`src/rtl/rv32i_types.sv`:
```
// rv32i_types: shared RV32I word and instruction-queue entry types.
package rv32i_types;
  typedef logic [31:0] rv32i_word;
  typedef struct packed {
    rv32i_word pc;
    rv32i_word inst;
    rv32i_word pc_next;
    logic      br_pred;
  } iq_entry_t;
endpackage

```
`src/rtl/instruction_queue_if.sv`:
```
// instruction_queue_if: fetch push handshake and dispatch pop bus of the instruction queue.
interface instruction_queue_if;
  import rv32i_types::*;
  logic      iq_valid;
  logic      iq_ready;
  rv32i_word pc;
  rv32i_word inst;
  rv32i_word pc_next;
  logic      br_pred;
  logic      out_valid;
  logic      out_ready;
  rv32i_word out_pc;
  rv32i_word out_inst;
  rv32i_word out_pc_next;
  logic      out_br_pred;
  modport slave (
    input  iq_valid, pc, inst, pc_next, br_pred, out_ready,
    output iq_ready, out_valid, out_pc, out_inst, out_pc_next, out_br_pred
  );
  modport master (
    output iq_valid, pc, inst, pc_next, br_pred, out_ready,
    input  iq_ready, out_valid, out_pc, out_inst, out_pc_next, out_br_pred
  );
endinterface

```
`src/rtl/instruction_queue.sv`:
```
// instruction_queue: circular fetch-to-dispatch buffer with flush.
// IQ_BYPASS_EN: an empty queue forwards the incoming entry to the output in the same cycle.
module instruction_queue
  import rv32i_types::*;
#(
  parameter int DEPTH = 8
) (
  input logic clk,
  input logic rst,
  input logic flush,
  instruction_queue_if.slave bus
);
  localparam int AW = $clog2(DEPTH);
  logic [AW-1:0] head_q, head_d, tail_q, tail_d;
  logic [AW:0]   cnt_q, cnt_d;
  iq_entry_t     mem_q [DEPTH];
  iq_entry_t     in_e, out_e;
  logic          empty, full, byp, push, pop;
  assign in_e  = '{pc: bus.pc, inst: bus.inst, pc_next: bus.pc_next, br_pred: bus.br_pred};
  assign empty = cnt_q == '0;
  assign full  = cnt_q == (AW+1)'(DEPTH);
`ifdef IQ_BYPASS_EN
  assign byp = empty && bus.iq_valid && !flush;
`else
  assign byp = 1'b0;
`endif
  assign bus.iq_ready  = !full && !rst;
  assign bus.out_valid = (!empty || byp) && !rst;
  assign out_e           = byp ? in_e : mem_q[head_q];
  assign bus.out_pc      = out_e.pc;
  assign bus.out_inst    = out_e.inst;
  assign bus.out_pc_next = out_e.pc_next;
  assign bus.out_br_pred = out_e.br_pred;
  // a bypassed entry consumed this cycle never touches storage
  assign push = bus.iq_valid && bus.iq_ready && !(byp && bus.out_ready);
  assign pop  = !empty && bus.out_ready && !rst;
  always_comb begin
    head_d = flush ? '0 : head_q + AW'(pop);
    tail_d = flush ? '0 : tail_q + AW'(push);
    cnt_d  = flush ? '0 : cnt_q + (AW+1)'(push) - (AW+1)'(pop);
  end
  always_ff @(posedge clk) begin
    if (rst) begin
      head_q <= '0;
      tail_q <= '0;
      cnt_q  <= '0;
      for (int i = 0; i < DEPTH; i++) mem_q[i] <= '0;
    end else begin
      head_q <= head_d;
      tail_q <= tail_d;
      cnt_q  <= cnt_d;
      if (push && !flush) mem_q[tail_q] <= in_e;
    end
  end
  always_ff @(posedge clk)
    assert (rst || !bus.iq_valid || bus.iq_ready)
      else $warning("instruction_queue: push while full dropped");
endmodule

```
`src/flat_wrapper.sv`:
```
// flat-port wrapper written by rule: the top's interface ports become plain ports
module instruction_queue_flat import rv32i_types::*;
#(
  parameter int DEPTH = 8
)
  (clk, rst, flush, bus_iq_valid, bus_pc, bus_inst, bus_pc_next, bus_br_pred, bus_out_ready, bus_iq_ready, bus_out_valid, bus_out_pc, bus_out_inst, bus_out_pc_next, bus_out_br_pred);
  instruction_queue_if bus_i ();
  input logic clk;
  input logic rst;
  input logic flush;
  input wire logic [$bits(bus_i.iq_valid)-1:0] bus_iq_valid;
  input wire logic [$bits(bus_i.pc)-1:0] bus_pc;
  input wire logic [$bits(bus_i.inst)-1:0] bus_inst;
  input wire logic [$bits(bus_i.pc_next)-1:0] bus_pc_next;
  input wire logic [$bits(bus_i.br_pred)-1:0] bus_br_pred;
  input wire logic [$bits(bus_i.out_ready)-1:0] bus_out_ready;
  output wire logic [$bits(bus_i.iq_ready)-1:0] bus_iq_ready;
  output wire logic [$bits(bus_i.out_valid)-1:0] bus_out_valid;
  output wire logic [$bits(bus_i.out_pc)-1:0] bus_out_pc;
  output wire logic [$bits(bus_i.out_inst)-1:0] bus_out_inst;
  output wire logic [$bits(bus_i.out_pc_next)-1:0] bus_out_pc_next;
  output wire logic [$bits(bus_i.out_br_pred)-1:0] bus_out_br_pred;
  assign bus_i.iq_valid = bus_iq_valid;
  assign bus_i.pc = bus_pc;
  assign bus_i.inst = bus_inst;
  assign bus_i.pc_next = bus_pc_next;
  assign bus_i.br_pred = bus_br_pred;
  assign bus_i.out_ready = bus_out_ready;
  assign bus_iq_ready = bus_i.iq_ready;
  assign bus_out_valid = bus_i.out_valid;
  assign bus_out_pc = bus_i.out_pc;
  assign bus_out_inst = bus_i.out_inst;
  assign bus_out_pc_next = bus_i.out_pc_next;
  assign bus_out_br_pred = bus_i.out_br_pred;
  instruction_queue #(.DEPTH(DEPTH)) u_core (.clk(clk), .rst(rst), .flush(flush), .bus(bus_i));
endmodule
```
`config.mk`:
```
export PLATFORM = sky130hd
export DESIGN_NAME = instruction_queue_flat
export DESIGN_NICKNAME = d
export VERILOG_FILES = /design/src/rtl/rv32i_types.sv /design/src/rtl/instruction_queue_if.sv /design/src/rtl/instruction_queue.sv /design/src/flat_wrapper.sv
export SDC_FILE = /design/constraint.sdc
export NUM_CORES = 1
export LEC_CHECK = 0
export CORE_MARGIN = 5
export CORE_UTILIZATION = 60
export CTS_CLUSTER_SIZE = 40
export DETAILED_ROUTE_END_ITERATION = 8
export PLACE_DENSITY = 0.8
export SETUP_SLACK_MARGIN = 0.3
export SLEW_MARGIN = 20
export SYNTH_ARGS = -nofsm -noshare
export SYNTH_HDL_FRONTEND = slang
export SYNTH_SLANG_ARGS = --single-unit
```
`constraint.sdc`:
```
create_clock -name clk -period 11 [get_ports clk]
set_input_delay 2.75 -clock clk [delete_from_list [all_inputs] [get_ports clk]]
set_output_delay 2.75 -clock clk [all_outputs]
set_load 0.02 [all_outputs]
```
# Word-level counts from Yosys, hierarchy flattened
# Memories as Yosys holds them, arrays and structs flattened. A register that Yosys moved wholly into a read port is not among the register bits.
# Index checks and enable logic that the tools add are counted.
# Widths: inputs -> output; s select.
[word_totals]
reg_bits = 10
latch_bits = 0
mem_bits_rw = 776
romBits = 0
output_inout_bits = 99
wordCells = 31
n_memories = 1
[memory_table]
columns = ["name", "depth", "word_bits", "rd", "rd_clocked_by_memory_dff", "write_ports", "line", "source"]
rows = [
  ["u_core.mem_q", 8, 97, 1, 1, 8, "instruction_queue.sv:16", "iq_entry_t mem_q [DEPTH];"],
]
[op_classes]
n_addsub = 4
n_mul = 0
div_mod_pow = 0
order_cmp = 0
eq_ne = 1
n_shift = 0
n_mux = 9
bitwise_logic = 0
n_reduce_logical = 13
[ops]
columns = ["operator", "count"]
rows = [
  ["$mux 97", 1],
  ["$reduce_or 97->1", 1],
  ["$add 3x1->3", 2],
  ["$logic_and 1x1->1", 6],
  ["$mux 1", 6],
  ["$mux 3", 2],
  ["$add 4x1->4", 1],
  ["$eq 4x4->1 const B", 1],
  ["$logic_not 1->1", 4],
  ["$logic_not 4->1", 1],
  ["$sub 4x1->4", 1],
  ["$reduce_or 2->1", 1],
]

# Longest topological paths before layout
[depth]
word_depth = 10
depth_mapped = 10
ltp_nobuf = 10

# Worst setup path after synthesis
# No wires, ideal clock.
[synth_timing]
path_type = "input to register"
start = "input port rst"
end = "memory u_core.mem_q[4][0] (netlist bit) (enable)"
setup_time_ps = 573
arrival_ps = 8027
t_required_ps = 10427
slack_ps = 2400
path_stages = 4
path_cell_list = "nor3b_1 > nand4b_1 > clkbuf_1 > o21bai_1"
[synth_lines]
columns = ["element", "line", "source"]
rows = [
  ["start: declaration", "flat_wrapper.sv:9", "input logic rst;"],
  ["end: declaration", "instruction_queue.sv:16", ""],
]

# Worst setup path after layout
[layout_timing]
start = "input port rst"
end = "output port bus_out_valid"
[layout_via]
elab_chain_cells = 2
[layout_lines]
columns = ["element", "line", "source"]
rows = [
  ["$logic_not 1->1", "instruction_queue.sv:28", "assign bus.out_valid = (!empty || byp) && !rst;"],
  ["$logic_and 1x1->1", "instruction_queue.sv:28", ""],
  ["end: declaration", "flat_wrapper.sv:18", "output wire logic [$bits(bus_i.out_valid)-1:0] bus_out_valid;"],
]
# Every way passes these cells.

==> flow_summary.json <==
{
  "grt_pass1_vias": 20700,
  "clockBufferDepth": 3,
  "setup_violations": 0,
  "ir_drop_mv": 0.101,
  "p_leak_nw": 13.0,
  "hp-class": "reg2reg",
  "fp.dieW_um": 248,
  "critPathKind": "in2out",
  "grt_use_total_pct": 26.5,
  "grt_first_pass_wirelength_um": 122000,
  "swShare_pct": 21.3,
  "synthCells": 2268,
  "postSynth.asyncResetShare_pct": 0,
  "ff_latch_area_mm2": 0.0235,
  "cts.htree.levels": 3,
  "synth_area_mm2": 0.0339,
  "power_frac_clock_pct": 39.2,
  "routed_wl_um": 80300,
  "p_per_area_mw_per_mm2": 163,
  "place_area_mm2": 0.0364,
  "drc": 0,
  "clkTransAtPathRegs_ns": 0.06,
  "placed_cells": 3088,
  "synth_top_family_by_area": "multiplexers",
  "routedWlPerCell_um": 24.9,
  "relSlewSlack_pct": 25.9,
  "multi_input_area_mm2": 0.00968,
  "root_buffer": "clkbuf_16",
  "fin_ws_ns": 3.75,
  "tritoncts": "done",
  "antenna_found_initial": 6,
  "drtIter0Drc": 2237,
  "maxSlewViolCount": 0,
  "crit_path_max_fanout": 17,
  "core_mm2": 0.0562,
  "boundaryPins": 201,
  "crit_path_end_kind": "output port",
  "tns_ns": 0,
  "skew_ns": 0.0152,
  "rsz0062_at_grt": "no",
  "vias": 20100,
  "r2r_cells": 7,
  "min_path_cells": 2,
  "cp.arrival_ns": 4.50,
  "fmax_mhz": 138,
  "switchingPower_mw": 1.34,
  "synth_xor_area_share_pct": 0.0775,
  "final_cell_mix": "edfxtp_1 (776), nor2_1 (768), clkdlybuf4s50_1 (200)",
  "layout_commonest_cell": "edfxtp_1",
  "grt_start_max_net_pins": 197,
  "max-cap-violations": 0,
  "start_util_pct": 60.4,
  "crit_required_ns": 8.25,
  "period_share_pct": 65.9,
  "row_count": 87,
  "postCtsSetupBuffers": 0,
  "seq_area_frac_synth_pct": 69.3,
  "yosys_warnings": 0,
  "instances_no_fill": 3227,
  "status": "finished clean",
  "clock_latency_ns": 0.61,
  "yosys_register_bits": 786,
  "finalPower_mw": 6.31,
  "die_h_um": 248,
  "p_seq_share_pct": 54.4,
  "synth_simple_gate_area_share_pct": 11.4,
  "synth_ff_type": "edfxtp_1",
  "min_period_ns": 7.25,
  "gp_congestion": 0.762,
  "combPwrFrac_pct": 6.3,
  "cts.sinks": 786,
  "p_int_mw": 4.96,
  "cts_resized": 0,
  "grt_overflow": 0,
  "dpl.hpwl_um": 41900,
  "drt-pass1-iter-count": 5,
  "worst-slew-pin-transition_ns": 1.11,
  "n_fill_cell": 3693,
  "layout-drive-gt1-share_pct": 18.2,
  "die-area_mm2": 0.0614,
  "whs_ns": 0.621,
  "vias_per_cell": 6.22,
  "final_util_pct": 69.1,
  "fin_nets": 2523,
  "hold_violations": 0,
  "synth_edf_count": 776,
  "synth_compound_area_share_pct": 0.232,
  "syn_nets": 2381,
  "area_delta_synth_final_pct": 14.4,
  "numCtsBuffers": 75,
  "dp_slack_ns": 3.81,
  "muxShareOfSynthArea_pct": 16.1,
  "hold_buffers": 0,
  "yosys.cell_types.count": 30,
  "yosys.area_share.adder_pct": 0.428,
  "syn_area_per_cell_um2": 15.0,
  "final_area_mm2": 0.0388,
  "portBuffers": 200,
  "worstSetupStartpointType": "input port",
  "ant_nets": 0
}
==> cells in the mapped netlist (10+ instances only) <==
master    instances  area [µm²]
buf_6            15         169
nand2_1         195         732
nor2_4           10         113
nor2_1          768        2880
clkbuf_1        113         424
ha_1             10         125
dfxtp_1          10         200
buf_1            12        45.0
buf_2            21         105
mux2_2           97        1090
edfxtp_1        776       23300
mux4_2          194        4370
==> routing by layer <==
layer  track usage (%)  vias to the layer above  wire length (µm)
met1              37.0                    10200             30000
li1                  -                     8547                 -
met3              4.87                      120              8340
met2              43.6                     1214             40200
met4              8.13                        2              1640
met5              1.19                        -                97
==> sequential cells by signal, summed over array words and instances, names as in the netlist <==
name,flops
u_core.mem_q,776
u_core.tail_q,3
u_core.cnt_q,4
u_core.head_q,3
==> layout make-up <==
| class | instances | area share [%] |
|---|---|---|
| flip-flops and latches | 786 | 60.6 |
| multi-input cells | 1311 | 24.9 |
| repair buffers | 229 | 5.89 |
| clock buffers | 91 | 5.10 |
| well taps | 756 | 2.44 |
| clock inverters | 41 | 0.868 |
| inverters | 7 | 0.0806 |
| diodes | 6 | 0.0387 |
==> kinds of logic (layout without fill, tap and decap cells) <==
group	Yosys count	count (layout)
buffers and inverters	171	368
AO/OA/AOI/OAI	11	11
adder cells (fa/ha/maj)	11	11
flip-flops	786	786
other	0	6
AND/OR/NAND/NOR	994	994
XOR/XNOR	3	3
multiplexers	292	292
==> power by group through the flow <==
stage / clock network (mW) / logic, mW / registers [mW]
6_report: 2.47 / 0.400 / 3.43
5_1_grt: 2.63 / 0.423 / 3.44
4_1_cts: 2.49 / 0.404 / 3.43
3_5_place_dp: 0 / 0.400 / 3.50
3_3_place_gp: 0 / 0.397 / 3.48
2_1_floorplan: 0 / 0.216 / 3.50
==> final timing paths <==
kind                                  startpoint             endpoint  slack (ns)
worst max-delay path                         rst        bus_out_valid        3.75
worst min register to register  u_core.tail_q[2]     u_core.tail_q[2]        0.62
worst min-delay path            u_core.tail_q[2]     u_core.tail_q[2]        0.62
worst max register to register   u_core.cnt_q[2]  u_core.mem_q[5][80]        7.49
==> worst max-delay path, cell delays in order <==
cell	delay [ns]
clkdlybuf4s50_1	0.74
a31oi_1	0.35
clkdlybuf4s50_1	0.65
Power figures use the tool's default switching activity.
